$ cat src/rtl/glob_cmd_pkg.sv
// Shared types for the global command issuer: command kinds, the packed
// command word carried through the FIFO, and the issue FSM states.
package glob_cmd_pkg;

  localparam int unsigned N_CTRL   = 4;
  localparam int unsigned TGT_W    = $clog2(N_CTRL);
  localparam int unsigned SAMPLE_W = 8;
  localparam int unsigned ADDR_W   = 8;

  typedef enum logic [1:0] {
    CMD_DELAY    = 2'd0,
    CMD_PREFETCH = 2'd1,
    CMD_SCENARIO = 2'd2,
    CMD_RSVD     = 2'd3
  } cmd_type_e;

  typedef struct packed {
    cmd_type_e             kind;
    logic [TGT_W-1:0]      target;
    logic [SAMPLE_W-1:0]   delay;
    logic [ADDR_W-1:0]     dest;
    logic [SAMPLE_W-1:0]   pf_start;
    logic [SAMPLE_W-1:0]   pf_stop;
    logic [ADDR_W-1:0]     pf_dest;
  } cmd_t;

  typedef enum logic {
    ST_RUN   = 1'b0,
    ST_GUARD = 1'b1
  } issue_state_e;

endpackage

$ cat src/rtl/glob_cmd_issuer_if.sv
// Host command handshake plus the global-controller issue bus.
// The slave modport is the issuer; the master modport is the host side.
interface glob_cmd_issuer_if import glob_cmd_pkg::*; #(
  parameter int unsigned n_ctrl               = N_CTRL,
  parameter int unsigned sample_address_width = SAMPLE_W,
  parameter int unsigned address_vector_width = ADDR_W
);
  localparam int unsigned tgt_w = $clog2(n_ctrl);

  logic                            cmd_valid;
  logic                            cmd_ready;
  logic [1:0]                      cmd_type;
  logic [tgt_w-1:0]                cmd_target;
  logic [sample_address_width-1:0] cmd_delay;
  logic [address_vector_width-1:0] cmd_dest;
  logic [sample_address_width-1:0] cmd_pf_start;
  logic [sample_address_width-1:0] cmd_pf_stop;
  logic [address_vector_width-1:0] cmd_pf_dest;

  logic [n_ctrl-1:0]               ctrl_valid;
  logic [n_ctrl-1:0]               prefetch_valid;
  logic [sample_address_width-1:0] glob_delay;
  logic [address_vector_width-1:0] glob_dest;
  logic [sample_address_width-1:0] glob_pf_start;
  logic [sample_address_width-1:0] glob_pf_stop;
  logic [address_vector_width-1:0] glob_pf_dest;
  logic                            scenario_update;
  logic                            err_reserved;
  logic                            busy;

  modport slave (
    input  cmd_valid, cmd_type, cmd_target, cmd_delay, cmd_dest,
           cmd_pf_start, cmd_pf_stop, cmd_pf_dest,
    output cmd_ready, ctrl_valid, prefetch_valid, glob_delay, glob_dest,
           glob_pf_start, glob_pf_stop, glob_pf_dest, scenario_update,
           err_reserved, busy
  );

  modport master (
    output cmd_valid, cmd_type, cmd_target, cmd_delay, cmd_dest,
           cmd_pf_start, cmd_pf_stop, cmd_pf_dest,
    input  cmd_ready, ctrl_valid, prefetch_valid, glob_delay, glob_dest,
           glob_pf_start, glob_pf_stop, glob_pf_dest, scenario_update,
           err_reserved, busy
  );

endinterface

$ cat src/rtl/glob_cmd_fifo.sv
// Synchronous FIFO of packed commands. depth must be a power of 2 so the
// pointers wrap naturally. Head entry is presented combinationally on dout.
module glob_cmd_fifo import glob_cmd_pkg::*; #(
  parameter int unsigned depth = 4
) (
  input  logic                     clk,
  input  logic                     reset,
  input  logic                     push,
  input  logic                     pop,
  input  cmd_t                     din,
  output cmd_t                     dout,
  output logic                     full,
  output logic                     empty,
  output logic [$clog2(depth):0]   count
);

  localparam int unsigned AW = (depth > 1) ? $clog2(depth) : 1;
  localparam int unsigned CW = $clog2(depth) + 1;

  cmd_t          mem [depth];
  logic [AW-1:0] wr_ptr;
  logic [AW-1:0] rd_ptr;
  logic          do_push;
  logic          do_pop;

  assign full    = (count == CW'(depth));
  assign empty   = (count == '0);
  assign do_push = push && !full;
  assign do_pop  = pop && !empty;
  assign dout    = mem[rd_ptr];

  // Storage write; contents need no reset since count gates visibility.
  always_ff @(posedge clk) begin
    if (do_push) begin
      mem[wr_ptr] <= din;
    end
  end

  // Pointer and occupancy bookkeeping.
  always_ff @(posedge clk) begin
    if (reset) begin
      wr_ptr <= '0;
      rd_ptr <= '0;
      count  <= '0;
    end else begin
      if (do_push) begin
        wr_ptr <= wr_ptr + AW'(1);
      end
      if (do_pop) begin
        rd_ptr <= rd_ptr + AW'(1);
      end
      case ({do_push, do_pop})
        2'b10:   count <= count + CW'(1);
        2'b01:   count <= count - CW'(1);
        default: count <= count;
      endcase
    end
  end

endmodule

$ cat src/rtl/glob_cmd_issuer.sv
// Global command issuer: buffers host commands and issues one per cycle
// as registered single-cycle pulses to the local prefetch controllers.
// A scenario broadcast forces guard_cycles idle cycles before the next issue.
module glob_cmd_issuer import glob_cmd_pkg::*; #(
  parameter int unsigned fifo_depth   = 4,
  parameter int unsigned guard_cycles = 2
) (
  input  logic              CLK,
  input  logic              reset,
  glob_cmd_issuer_if.slave  bus
);

  localparam int unsigned CW = $clog2(fifo_depth) + 1;
  localparam int unsigned GW = (guard_cycles > 1) ? $clog2(guard_cycles) : 1;

  cmd_t          in_cmd;
  cmd_t          head;
  logic          push;
  logic          pop;
  logic          full;
  logic          empty;
  logic [CW-1:0] count;

  issue_state_e  state;
  issue_state_e  state_nxt;
  logic [GW-1:0] gcnt;
  logic [GW-1:0] gcnt_nxt;

  assign in_cmd = '{
    kind:     cmd_type_e'(bus.cmd_type),
    target:   bus.cmd_target,
    delay:    bus.cmd_delay,
    dest:     bus.cmd_dest,
    pf_start: bus.cmd_pf_start,
    pf_stop:  bus.cmd_pf_stop,
    pf_dest:  bus.cmd_pf_dest
  };

  // Ready comes from the registered count, so a same-cycle pop never frees a slot.
  assign bus.cmd_ready = (count != CW'(fifo_depth));
  assign push          = bus.cmd_valid && !full;
  assign bus.busy      = !empty || (state == ST_GUARD);

  glob_cmd_fifo #(
    .depth (fifo_depth)
  ) u_fifo (
    .clk   (CLK),
    .reset (reset),
    .push  (push),
    .pop   (pop),
    .din   (in_cmd),
    .dout  (head),
    .full  (full),
    .empty (empty),
    .count (count)
  );

  // Issue FSM state and guard counter.
  always_ff @(posedge CLK) begin
    if (reset) begin
      state <= ST_RUN;
      gcnt  <= '0;
    end else begin
      state <= state_nxt;
      gcnt  <= gcnt_nxt;
    end
  end

  // Pop decision and next state; the guard counter loads guard_cycles-1 so
  // GUARD lasts exactly guard_cycles cycles starting with the pulse cycle.
  always_comb begin
    state_nxt = state;
    gcnt_nxt  = gcnt;
    pop       = 1'b0;
    case (state)
      ST_RUN: begin
        if (!empty) begin
          pop = 1'b1;
          if (head.kind == CMD_SCENARIO && guard_cycles != 0) begin
            state_nxt = ST_GUARD;
            gcnt_nxt  = GW'(guard_cycles - 1);
          end
        end
      end
      ST_GUARD: begin
        if (gcnt == '0) begin
          state_nxt = ST_RUN;
        end else begin
          gcnt_nxt = gcnt - GW'(1);
        end
      end
      default: state_nxt = ST_RUN;
    endcase
  end

  // Registered issue outputs; data is zero whenever its valid is low.
  always_ff @(posedge CLK) begin
    bus.ctrl_valid      <= '0;
    bus.prefetch_valid  <= '0;
    bus.glob_delay      <= '0;
    bus.glob_dest       <= '0;
    bus.glob_pf_start   <= '0;
    bus.glob_pf_stop    <= '0;
    bus.glob_pf_dest    <= '0;
    bus.scenario_update <= 1'b0;
    bus.err_reserved    <= 1'b0;
    if (!reset && pop) begin
      case (head.kind)
        CMD_DELAY: begin
          bus.ctrl_valid[head.target] <= 1'b1;
          bus.glob_delay              <= head.delay;
          bus.glob_dest               <= head.dest;
        end
        CMD_PREFETCH: begin
          bus.prefetch_valid[head.target] <= 1'b1;
          bus.glob_pf_start               <= head.pf_start;
          bus.glob_pf_stop                <= head.pf_stop;
          bus.glob_pf_dest                <= head.pf_dest;
        end
        CMD_SCENARIO: bus.scenario_update <= 1'b1;
        default:      bus.err_reserved    <= 1'b1;
      endcase
    end
  end

endmodule

$ cat src/flat_wrapper.sv
// flat-port wrapper written by rule: the top's interface ports become plain ports
module glob_cmd_issuer_flat import glob_cmd_pkg::*;
#(
  parameter int unsigned fifo_depth   = 4,
  parameter int unsigned guard_cycles = 2
)
  (CLK, reset, bus_cmd_valid, bus_cmd_type, bus_cmd_target, bus_cmd_delay, bus_cmd_dest, bus_cmd_pf_start, bus_cmd_pf_stop, bus_cmd_pf_dest, bus_cmd_ready, bus_ctrl_valid, bus_prefetch_valid, bus_glob_delay, bus_glob_dest, bus_glob_pf_start, bus_glob_pf_stop, bus_glob_pf_dest, bus_scenario_update, bus_err_reserved, bus_busy);
  glob_cmd_issuer_if bus_i ();
  input  logic CLK;
  input  logic reset;
  input wire logic [$bits(bus_i.cmd_valid)-1:0] bus_cmd_valid;
  input wire logic [$bits(bus_i.cmd_type)-1:0] bus_cmd_type;
  input wire logic [$bits(bus_i.cmd_target)-1:0] bus_cmd_target;
  input wire logic [$bits(bus_i.cmd_delay)-1:0] bus_cmd_delay;
  input wire logic [$bits(bus_i.cmd_dest)-1:0] bus_cmd_dest;
  input wire logic [$bits(bus_i.cmd_pf_start)-1:0] bus_cmd_pf_start;
  input wire logic [$bits(bus_i.cmd_pf_stop)-1:0] bus_cmd_pf_stop;
  input wire logic [$bits(bus_i.cmd_pf_dest)-1:0] bus_cmd_pf_dest;
  output wire logic [$bits(bus_i.cmd_ready)-1:0] bus_cmd_ready;
  output wire logic [$bits(bus_i.ctrl_valid)-1:0] bus_ctrl_valid;
  output wire logic [$bits(bus_i.prefetch_valid)-1:0] bus_prefetch_valid;
  output wire logic [$bits(bus_i.glob_delay)-1:0] bus_glob_delay;
  output wire logic [$bits(bus_i.glob_dest)-1:0] bus_glob_dest;
  output wire logic [$bits(bus_i.glob_pf_start)-1:0] bus_glob_pf_start;
  output wire logic [$bits(bus_i.glob_pf_stop)-1:0] bus_glob_pf_stop;
  output wire logic [$bits(bus_i.glob_pf_dest)-1:0] bus_glob_pf_dest;
  output wire logic [$bits(bus_i.scenario_update)-1:0] bus_scenario_update;
  output wire logic [$bits(bus_i.err_reserved)-1:0] bus_err_reserved;
  output wire logic [$bits(bus_i.busy)-1:0] bus_busy;
  assign bus_i.cmd_valid = bus_cmd_valid;
  assign bus_i.cmd_type = bus_cmd_type;
  assign bus_i.cmd_target = bus_cmd_target;
  assign bus_i.cmd_delay = bus_cmd_delay;
  assign bus_i.cmd_dest = bus_cmd_dest;
  assign bus_i.cmd_pf_start = bus_cmd_pf_start;
  assign bus_i.cmd_pf_stop = bus_cmd_pf_stop;
  assign bus_i.cmd_pf_dest = bus_cmd_pf_dest;
  assign bus_cmd_ready = bus_i.cmd_ready;
  assign bus_ctrl_valid = bus_i.ctrl_valid;
  assign bus_prefetch_valid = bus_i.prefetch_valid;
  assign bus_glob_delay = bus_i.glob_delay;
  assign bus_glob_dest = bus_i.glob_dest;
  assign bus_glob_pf_start = bus_i.glob_pf_start;
  assign bus_glob_pf_stop = bus_i.glob_pf_stop;
  assign bus_glob_pf_dest = bus_i.glob_pf_dest;
  assign bus_scenario_update = bus_i.scenario_update;
  assign bus_err_reserved = bus_i.err_reserved;
  assign bus_busy = bus_i.busy;
  glob_cmd_issuer #(.fifo_depth(fifo_depth), .guard_cycles(guard_cycles)) u_core (.CLK(CLK), .reset(reset), .bus(bus_i));
endmodule
$ cat config.mk
export PLATFORM = sky130hd
export DESIGN_NAME = glob_cmd_issuer_flat
export DESIGN_NICKNAME = d
export VERILOG_FILES = /design/src/rtl/glob_cmd_pkg.sv /design/src/rtl/glob_cmd_issuer_if.sv /design/src/rtl/glob_cmd_fifo.sv /design/src/rtl/glob_cmd_issuer.sv /design/src/flat_wrapper.sv
export SDC_FILE = /design/constraint.sdc
export NUM_CORES = 1
export LEC_CHECK = 0
export ABC_CLOCK_PERIOD_IN_PS = 3700
export CAP_MARGIN = 20
export CORE_ASPECT_RATIO = 1.4
export CORE_MARGIN = 10
export CORE_UTILIZATION = 39
export CTS_CLUSTER_DIAMETER = 80
export DETAILED_ROUTE_END_ITERATION = 8
export PLACE_DENSITY = 0.67
export RECOVER_POWER = 100
export SLEW_MARGIN = 5
export SYNTH_ARGS = -nofsm -noshare
export SYNTH_HDL_FRONTEND = slang
export SYNTH_SLANG_ARGS = --single-unit
$ cat constraint.sdc
create_clock -name CLK -period 3.7 [get_ports CLK]
set_input_delay 0.37 -clock CLK [delete_from_list [all_inputs] [get_ports CLK]]
set_output_delay 0.37 -clock CLK [all_outputs]
set_load 0.005 [all_outputs]
==> results by group, run 1 <==
Timing
  – RSZ-0062 raised after global routing: no
  – Setup TNS: 0 ps
  – Max Transition Viols Final: 26
  – Share of the clock period used by the worst path: 78.45%
  – Final Hold Vio Count: 0
  – Fmax: 344.5 MHz
  – Slew at the pin closest to its max-slew limit: 1724 ps
  – Min Tclk post-route: 2903 ps
  – Rel. slew slack: -14.95%
  – Final setup violation count: 0
  – Clock skew: 14.49 ps

CTS
  – Clock sink total: 237
  – Worst-path clk slew: 60 ps
  – Worst skew pair latency: 500 ps
  – Post-CTS Setup Bufs: 0
  – CTS Buffer Depth: 3
  – CTS Root Cell: clkbuf_16
  – Hold Buf Count CTS: 0
  – H-tree depth: 1
  – TritonCTS clock tree: yes
  – Num CTS Buffers: 21
  – PostCTS Resize Cnt: 0

Critical path
  – Max FO, Critical Path: 21
  – Slowest CP cell: clkbuf_1
  – CP peak stage delay: 960 ps
  – Critical Path End Type: register
  – Crit-path cells: mux4_2, nand4b_1, clkbuf_1, nor3b_1
  – CP arrival: 3210 ps
  – Worst EP required: 4010 ps
  – CP Class: reg2reg
  – Delay-heaviest family, CP: buffers and inverters
  – Startpoint Class: register
  – CP bufs+invs: 1

Yosys
  – Synth Net Count: 463
  – #FFs+latches synth: 237
  – Synthesized instance count: 410
  – Synth top area cells: edfxtp_1, dfxtp_1, mux4_2
  – Synthesized cell area: 8404 sq um
  – Synthesis Warnings: 0
  – Post-synth top area cell: edfxtp_1
  – Sequential fraction of the synthesis area: 77.42%
  – Synth unique cells: 30
  – Top cell type's share of synthesized area: 62.89%
  – Synthesized area per cell: 20.50 sq um

Route
  – Routed WL: 16620 um
  – DR vias/cell: 5.116
  – Routed WL per cell: 20.88 um
  – Routed Antenna Nets: 0
  – Routed vias: 4072
  – First DRT Iteration DRCs: 207
  – DRT Pass-1 Iters: 4
  – Residual DRC: 0

Power
  – Pwr dens: 654.4 nW/um^2
  – IR drop worst, VDD: 0.2945 mV
  – Static leakage: 3.448 nW

Floorplan
  – Core Region: 21200 sq um
  – Ports: 99
  – Die area: 27900 sq um
  – Starting Density: 39.64%
  – Std-Cell Rows: 63
  – Die W: 144.1 um
  – Die Y: 193.7 um

Layout
  – Nets@finish: 573
  – Fin cells: 796
  – Commonest non-fill, non-tap cell in the layout: edfxtp_1
  – Final Cell Area: 10240 sq um
  – Register area: 6510 sq um
  – Multi-input logic area: 1670 sq um
  – Final core occ: 48.31%
  – Most frequent cells in the layout: edfxtp_1, dlygate4sd3_1, dfxtp_1
  – Fillers: 1691
  – Fraction of layout cells with a size suffix above 1: 16.45%
  – Area Overhead vs Synth: 21.89%

Outcome
  – Failing checks: max-capacitance violations, max-slew violations
  – Status: finished, violations left

Placement
  – Placement Cell Area: 9718 sq um
  – DP HPWL: 10880 um
  – RD Place Congestion: 0.7343
  – Placed cell count: 757
  – Port bufs: 98

Global route
  – Initial antenna violation count: 2
  – First-pass GRT wire length: 25270 um
  – Vias in the first global route: 4483
  – GRT Util Overall: 11.76%
  – Largest net degree at the start of global routing: 44
  – Grt ovf: 0

Worst hold path
  – Worst Hold Class: reg2reg

Run
  – Max cap viols: 1
==> stage by stage <==
stage	hold slack, ps	power (mW)	setup slack, ps
floorplan	454.6	4.336	1400
global placement	467.5	4.785	1052
detailed placement	486.6	4.851	1182
CTS	480.2	6.869	1168
global route	505.3	7.008	575.5
finish	489.9	6.703	797.3
==> routing by layer <==
layer | GRT usage, % | part of all wire, % | vias to the layer above
li1 | - | - | 1841
met1 | 12.70 | 36 | 2103
met2 | 21.71 | 56 | 98
met3 | 2.525 | 5.4 | 28
met4 | 4.118 | 2.3 | 2
met5 | 0 | 0.078 | -
==> flip-flops by register name, summed over array words and instances (netlist names), 2 cells and up, named ones only <==
name,count
u_core.bus.ctrl_valid,4
u_core.bus.glob_delay,8
u_core.bus.glob_dest,8
u_core.bus.glob_pf_dest,8
u_core.bus.glob_pf_start,8
u_core.bus.glob_pf_stop,8
u_core.bus.prefetch_valid,4
u_core.u_fifo.count,3
u_core.u_fifo.mem,176
u_core.u_fifo.rd_ptr,2
u_core.u_fifo.wr_ptr,2
==> layout make-up <==
type / count / share of cell area [%]
Tap cell: 260 / 3.176
Multi-Input combinational cell: 140 / 16.31
Timing Repair Buffer: 111 / 10.35
Inverter: 9 / 0.3298
Clock buffer: 27 / 5.643
Sequential cell: 237 / 63.55
Clock inverter: 11 / 0.6229
Antenna cell: 1 / 0.02443
==> cells in the mapped netlist, drive strengths merged <==
master / count
a21o: 2
a21oi: 7
and3: 4
buf: 11
clkbuf: 13
dfxtp: 61
edfxtp: 176
fa: 1
ha: 5
inv: 9
mux4: 44
nand2: 3
nand2b: 2
nand3: 3
nand4b: 1
nor2: 6
nor3: 9
nor3b: 40
o21ai: 2
o31ai: 1
o32ai: 2
or2: 1
or3: 2
or3b: 1
or4: 2
xor2: 2
==> path summary, 6_finish.rpt <==
path / from / to / slack (ps) / cells after the start
worst min-delay path: u_core.gcnt$_SDFFE_PP0P_ / u_core.state$_SDFF_PP0_ / 490 / 2
worst min register to register: u_core.gcnt$_SDFFE_PP0P_ / u_core.state$_SDFF_PP0_ / 490 / 2
worst max-delay path: register / u_core.bus.glob_pf_start[7]$_SDFF_PN0_ / 800 / 4
worst max register to register: register / u_core.bus.glob_pf_start[7]$_SDFF_PN0_ / 800 / 4
==> worst min-delay path: stages, from the launching register on <==
cell and delay (ps):
dfxtp_1 300, inv_1 60, o32ai_1 90
==> cell families after synthesis <==
family,share of synthesized area [%]
and+or+nand+nor,6.759
adders and majority gates,0.9826
muxes,11.79
xor gates and xnor gates,0.2085
buffers and inverters,1.831
DFF,77.42
AOI/OAI and AO/OA,1.012
==> report_power, final <==
group	total (mW)	internal (mW)	leakage, nW	switching (mW)
combinational	1.40	0.722	1.02	0.676
sequential	3.28	3.15	2.11	0.137
clock	2.02	1.11	0.318	0.908
total	6.70	4.98	3.45	1.72
Power figures use the tool's default switching activity.
==> run 2, diff against run 1 <==
- ABC_CLOCK_PERIOD_IN_PS: 3700 -> 2350
- PLACE_DENSITY: 0.67 -> 0.69
- clock period: 3.7 -> 2.35 ns (I/O delays scaled with it)
==> run 2 against run 1 <==
Core utilization is 0.31 points higher. Sequential power is 56% higher. Setup slack worse by 710 ps. Critical path depth is 4 higher. The flow now finishes without violations. Maximum frequency is 28% higher. Cell count is 0.50% higher. Critical path type unchanged. Clock-buffer cell count stayed put.
==> results by group, run 2 (synthesis results as in run 1) <==
Critical path
  – CP bufs+invs: 1
  – Worst EP required: 2770 ps
  – R2r endpoint: u_core.u_fifo.count[2]$_SDFFE_PP0P_
  – CP arrival: 2680 ps
  – Slowest CP cell: or3b_2
  – Worst setup path endpoint: u_core.u_fifo.count[2]$_SDFFE_PP0P_
  – CP Class: reg2reg
  – Crit. path cell count: 8
  – Crit path launch: u_core.u_fifo.count[0]$_SDFFE_PP0P_
  – R2R depth: 8
  – Crit-path cells: or3b_2, nand2_1, ha_2, inv_1, fa_1, xor2_1, or3_1, a21oi_1
  – Startpoint Class: register
  – Max FO, Critical Path: 5
  – Delay-heaviest family, CP: simple AND/OR/NAND/NOR gates
  – Reg2reg start: u_core.u_fifo.count[0]$_SDFFE_PP0P_
  – R2R Setup Slk: 90 ps
  – CP peak stage delay: 500 ps
  – Critical Path End Type: register

Route
  – Routed vias: 4064
  – Routed WL: 16590 um
  – Routed Antenna Nets: 0
  – Routed WL per cell: 20.73 um
  – Residual DRC: 0
  – First DRT Iteration DRCs: 193
  – DRT Pass-1 Iters: 4
  – DR vias/cell: 5.080

CTS
  – Worst skew pair latency: 490 ps
  – CTS Buffer Depth: 3
  – Worst-path clk slew: 70 ps
  – Clock sink total: 237
  – CTS Root Cell: clkbuf_16
  – Post-CTS Setup Bufs: 0
  – Num CTS Buffers: 21
  – PostCTS Resize Cnt: 0
  – TritonCTS clock tree: yes
  – Hold Buf Count CTS: 0
  – H-tree depth: 1

Layout
  – Number of flip-flops in the largest register: 176
  – Multi-input logic area: 1669 sq um
  – Most frequent cells in the layout: edfxtp_1, dlygate4sd3_1, dfxtp_1
  – Area Overhead vs Synth: 22.67%
  – Fillers: 1696
  – Fraction of layout cells with a size suffix above 1: 18.22%
  – Register area: 6513 sq um
  – Final core occ: 48.62%
  – Nets@finish: 577
  – Commonest non-fill, non-tap cell in the layout: edfxtp_1
  – Most flops, register: u_core.u_fifo.mem
  – Final Cell Area: 10310 sq um

Outcome
  – Status: complete, no violations

Placement
  – Port bufs: 98
  – RD Place Congestion: 0.7145
  – Placement Cell Area: 9791 sq um
  – DP HPWL: 10460 um

Power
  – Clock power share: 30.7%
  – Net Sw Power: 2.689 mW
  – IR drop worst, VDD: 0.4537 mV
  – P_int: 8.005 mW
  – Combinational fraction of design power: 21.4%
  – Part of the power in registers: 47.9%
  – Sw frac: 25.15%
  – Power Total: 10.69 mW
  – Static leakage: 3.490 nW
  – Pwr dens: 1037 nW/um^2

Floorplan
  – Die W: 144.1 um
  – Die area: 27900 sq um
  – Core Region: 21200 sq um
  – Starting Density: 39.64%
  – Ports: 99
  – Std-Cell Rows: 63
  – Die Y: 193.7 um

Timing
  – Fmax: 441.9 MHz
  – Max Transition Viols Final: 0
  – Min Tclk post-route: 2263 ps
  – Share of the clock period used by the worst path: 96.29%
  – Final Hold Vio Count: 0
  – Clock skew: 8.102 ps
  – Slew at the pin closest to its max-slew limit: 840.0 ps
  – Rel. slew slack: 44.00%
  – Setup TNS: 0 ps
  – RSZ-0062 raised after global routing: no
  – Final setup violation count: 0

Global route
  – Vias in the first global route: 4551
  – Largest net degree at the start of global routing: 45
  – GRT Util Overall: 11.97%
  – Grt ovf: 0
  – First-pass GRT wire length: 25960 um
  – Initial antenna violation count: 5

Worst hold path
  – Worst Hold Class: in2reg

Run
  – Max cap viols: 0
==> run 2: cell count changes in the layout (fill, tap and decap cells not counted), moves of 3 or more <==
cell,previous run,this run
buf_4,1,9
clkbuf_1,12,8
clkbuf_4,0,4
clkbuf_8,3,0
==> run 2: worst min path at each step <==
stage,cells after the start,start,endpoint
global placement,2,u_core.u_fifo.rd_ptr[1]$_SDFFE_PP0P_,register
global route,1,bus_cmd_pf_start[5],u_core.u_fifo.mem[1][21]$_DFFE_PP_
detailed placement,2,u_core.gcnt$_SDFFE_PP0P_,u_core.state$_SDFF_PP0_
CTS,1,bus_cmd_pf_start[7],u_core.u_fifo.mem[2][23]$_DFFE_PP_
floorplan,0,bus_cmd_pf_dest[0],u_core.u_fifo.mem[0][0]$_DFFE_PP_
finish,1,bus_cmd_pf_start[7],u_core.u_fifo.mem[0][23]$_DFFE_PP_
==> run 2: through the flow <==
stage	instances	setup WS, ps	hold WS (ps)
4_1_cts	798	81.73	357.4
3_5_place_dp	761	99.73	481.8
6_report	800	87.24	445.1
5_1_grt	799	4.598	443.9
2_1_floorplan	410	50.39	333.9
3_3_place_gp	761	220.4	468.4
==> run 2: power by group through the flow <==
stage / logic, mW / registers (mW) / clock network [mW]
2_1_floorplan: 1.69 / 5.14 / 0
3_3_place_gp: 2.42 / 5.19 / 0
3_5_place_dp: 2.49 / 5.22 / 0
4_1_cts: 2.50 / 5.13 / 3.37
5_1_grt: 2.51 / 5.16 / 3.56
6_report: 2.29 / 5.12 / 3.28
==> run 2: layout make-up <==
type	count	share of cell area (%)
Multi-Input combinational cell	140	16.19
Sequential cell	237	63.17
Timing Repair Buffer	115	10.78
Tap cell	260	3.155
Clock inverter	10	1.019
Antenna cell	2	0.04854
Inverter	9	0.3277
Clock buffer	27	5.316
==> run 2: routing by layer <==
layer  part of all wire [%]  GRT usage, %
met3                    5.8         3.039
met1                     37         13.13
met5                   0.22             0
met4                    2.2         4.156
met2                     54         21.57
==> run 3, diff against run 2 <==
- CORE_UTILIZATION: 39 -> 47
- PLACE_DENSITY: 0.69 -> 0.8
==> run 3 against run 2 <==
Largest power group unchanged. Sequential share of layout area down 0.61 points. Flip-flop and latch count unchanged. Critical path depth unchanged. Final area up 1.0%. Highest routed layer unchanged. Setup slack better by 25 ps. Largest cell class unchanged. Via count down 0.34%. Non-clock buffer count down 2. Routed wire length down 2.1%.
==> results by group, run 3 (synthesis results as in run 1) <==
Route
  – DR vias/cell: 5.233
  – Routed Antenna Nets: 0
  – Routed WL: 16240 um
  – DRT Pass-1 Iters: 4
  – Routed vias: 4050
  – Residual DRC: 0
  – Routed WL per cell: 20.98 um
  – First DRT Iteration DRCs: 333

Layout
  – Area Overhead vs Synth: 23.89%
  – Commonest non-fill, non-tap cell in the layout: edfxtp_1
  – Fraction of layout cells with a size suffix above 1: 22.01%
  – Most flops, register: u_core.u_fifo.mem
  – Multi-input logic area: 1752 sq um
  – Fillers: 1246
  – Final core occ: 59.59%
  – Register area: 6514 sq um
  – Number of flip-flops in the largest register: 176
  – Final Cell Area: 10410 sq um
  – Most frequent cells in the layout: edfxtp_1, dfxtp_1, clkdlybuf4s50_1
  – Nets@finish: 575

Floorplan
  – Core Region: 17470 sq um
  – Starting Density: 48.10%
  – Die W: 133.0 um
  – Ports: 99
  – Die area: 23710 sq um
  – Std-Cell Rows: 57
  – Die Y: 178.2 um

Global route
  – Grt ovf: 0
  – Met2 usage: 24.11%
  – Initial antenna violation count: 4
  – Vias in the first global route: 4392
  – Largest net degree at the start of global routing: 45
  – First-pass GRT wire length: 25000 um
  – GR Layer Usage met3: 3.153%
  – GR met1 Demand/Resource: 15.27%
  – GRT Util Overall: 13.46%
  – Busiest grt layer: met2

Power
  – Pwr dens: 1039 nW/um^2
  – IR drop worst, VDD: 0.5782 mV
  – Static leakage: 3.354 nW
  – Power Total: 10.81 mW

Critical path
  – R2R depth: 8
  – Reg2reg start: u_core.u_fifo.count[0]$_SDFFE_PP0P_
  – Worst EP required: 2750 ps
  – Slowest CP cell: or3b_2
  – Crit-path cells: or3b_2, nand2_1, ha_2, inv_1, fa_1, xor2_1, or3_1, a21oi_1
  – R2R Setup Slk: 110 ps
  – Startpoint Class: register
  – R2r endpoint: u_core.u_fifo.count[2]$_SDFFE_PP0P_
  – Max FO, Critical Path: 5
  – CP Class: reg2reg
  – CP arrival: 2640 ps
  – CP peak stage delay: 500 ps
  – Critical Path End Type: register

CTS
  – Clock sink total: 237
  – Post-CTS Setup Bufs: 0
  – Worst skew pair latency: 480 ps
  – TritonCTS clock tree: yes
  – CTS Buffer Depth: 3
  – Worst-path clk slew: 70 ps
  – H-tree depth: 1
  – CTS Root Cell: clkbuf_16
  – Num CTS Buffers: 21

Timing
  – Final Hold Vio Count: 0
  – Setup TNS: 0 ps
  – RSZ-0062 raised after global routing: yes
  – Max Transition Viols Final: 0
  – Final setup violation count: 0
  – Share of the clock period used by the worst path: 95.21%
  – Slew at the pin closest to its max-slew limit: 557.5 ps
  – Min Tclk post-route: 2237 ps
  – Clock skew: 13.87 ps
  – Fmax: 447.0 MHz
  – Rel. slew slack: 62.55%

Worst hold path
  – Hold Path Cell Cnt: 1
  – Worst Hold Class: in2reg
  – Worst Hold Endpoint: u_core.u_fifo.mem[3][29]$_DFFE_PP_
  – Worst hold start: bus_cmd_dest[5]

Placement
  – Port bufs: 98
  – DP HPWL: 10300 um
  – Placement Cell Area: 9746 sq um
  – RD Place Congestion: 0.7135

Outcome
  – Status: complete, no violations

Run
  – Max cap viols: 0
run 3: cell types whose count changed in the layout (fill, tap and decap cells not counted), sizes merged:
| cell | before | now |
|---|---|---|
| buf | 10 | 15 |
| dlygate4sd3 | 94 | 44 |
| clkdlybuf4s50 | 4 | 54 |
| clkinv | 6 | 11 |
| clkbuf | 34 | 22 |
run 3: layout make-up:
class	count	area share, %
Inverter	9	0.3244
Antenna cell	2	0.04807
Clock buffer	22	5.083
Multi-Input combinational cell	140	16.82
Clock inverter	15	1.226
Timing Repair Buffer	113	11.10
Tap cell	236	2.836
Sequential cell	237	62.56
run 3: worst max path at each step:
stage                                              startpoint                             endpoint  slack (ps)  depth (start not counted)
after floorplan           u_core.u_fifo.count[0]$_SDFFE_PP0P_    u_core.u_fifo.mem[0][0]$_DFFE_PP_          50                          3
after global placement    u_core.u_fifo.count[2]$_SDFFE_PP0P_  u_core.u_fifo.count[2]$_SDFFE_PP0P_         210                          8
after detailed placement  u_core.u_fifo.count[2]$_SDFFE_PP0P_  u_core.u_fifo.count[2]$_SDFFE_PP0P_         110                          8
after CTS                 u_core.u_fifo.count[2]$_SDFFE_PP0P_  u_core.u_fifo.count[2]$_SDFFE_PP0P_          90                          8
after global routing      u_core.u_fifo.count[1]$_SDFFE_PP0P_                             bus_busy          -9                          3
final                     u_core.u_fifo.count[0]$_SDFFE_PP0P_  u_core.u_fifo.count[2]$_SDFFE_PP0P_         110                          8
run 3: timing repair:
item / in CTS / in global routing
endpoints found under the setup margin: 0 / 2
hold buffers: 0 / 0
resized for setup: 0 / 3
run 3: per-stage QoR:
stage / hold WS (ps) / std cells / worst slack (ps)
6_report: 458.1 / 774 / 112.7
5_1_grt: 454.7 / 772 / -9.118
4_1_cts: 369.9 / 772 / 85.13
3_5_place_dp: 491.3 / 735 / 114.1
3_3_place_gp: 464.0 / 735 / 213.9
2_1_floorplan: 333.9 / 410 / 50.39
run 3: metal layers:
layer,share of wire (%),up-vias
met5,0.22,-
met4,1.6,6
met3,5.8,27
met2,55,96
met1,38,2077
li1,-,1844
run 3: where the power goes:
group	leakage (nW)	total, mW	internal, mW	switching [mW]
Combinational	0.918	2.39	1.26	1.13
Clock	0.326	3.27	1.86	1.41
Sequential	2.11	5.15	4.95	0.202
run 3: worst max-delay path, delay by kind of cell (launching register included):
family / cells / cell delay (ps)
fa+ha+maj: 2 / 570
compound gates: 1 / 140
simple gates: 3 / 910
buf+inv: 1 / 50
xor+xnor: 1 / 160
flops: 1 / 340
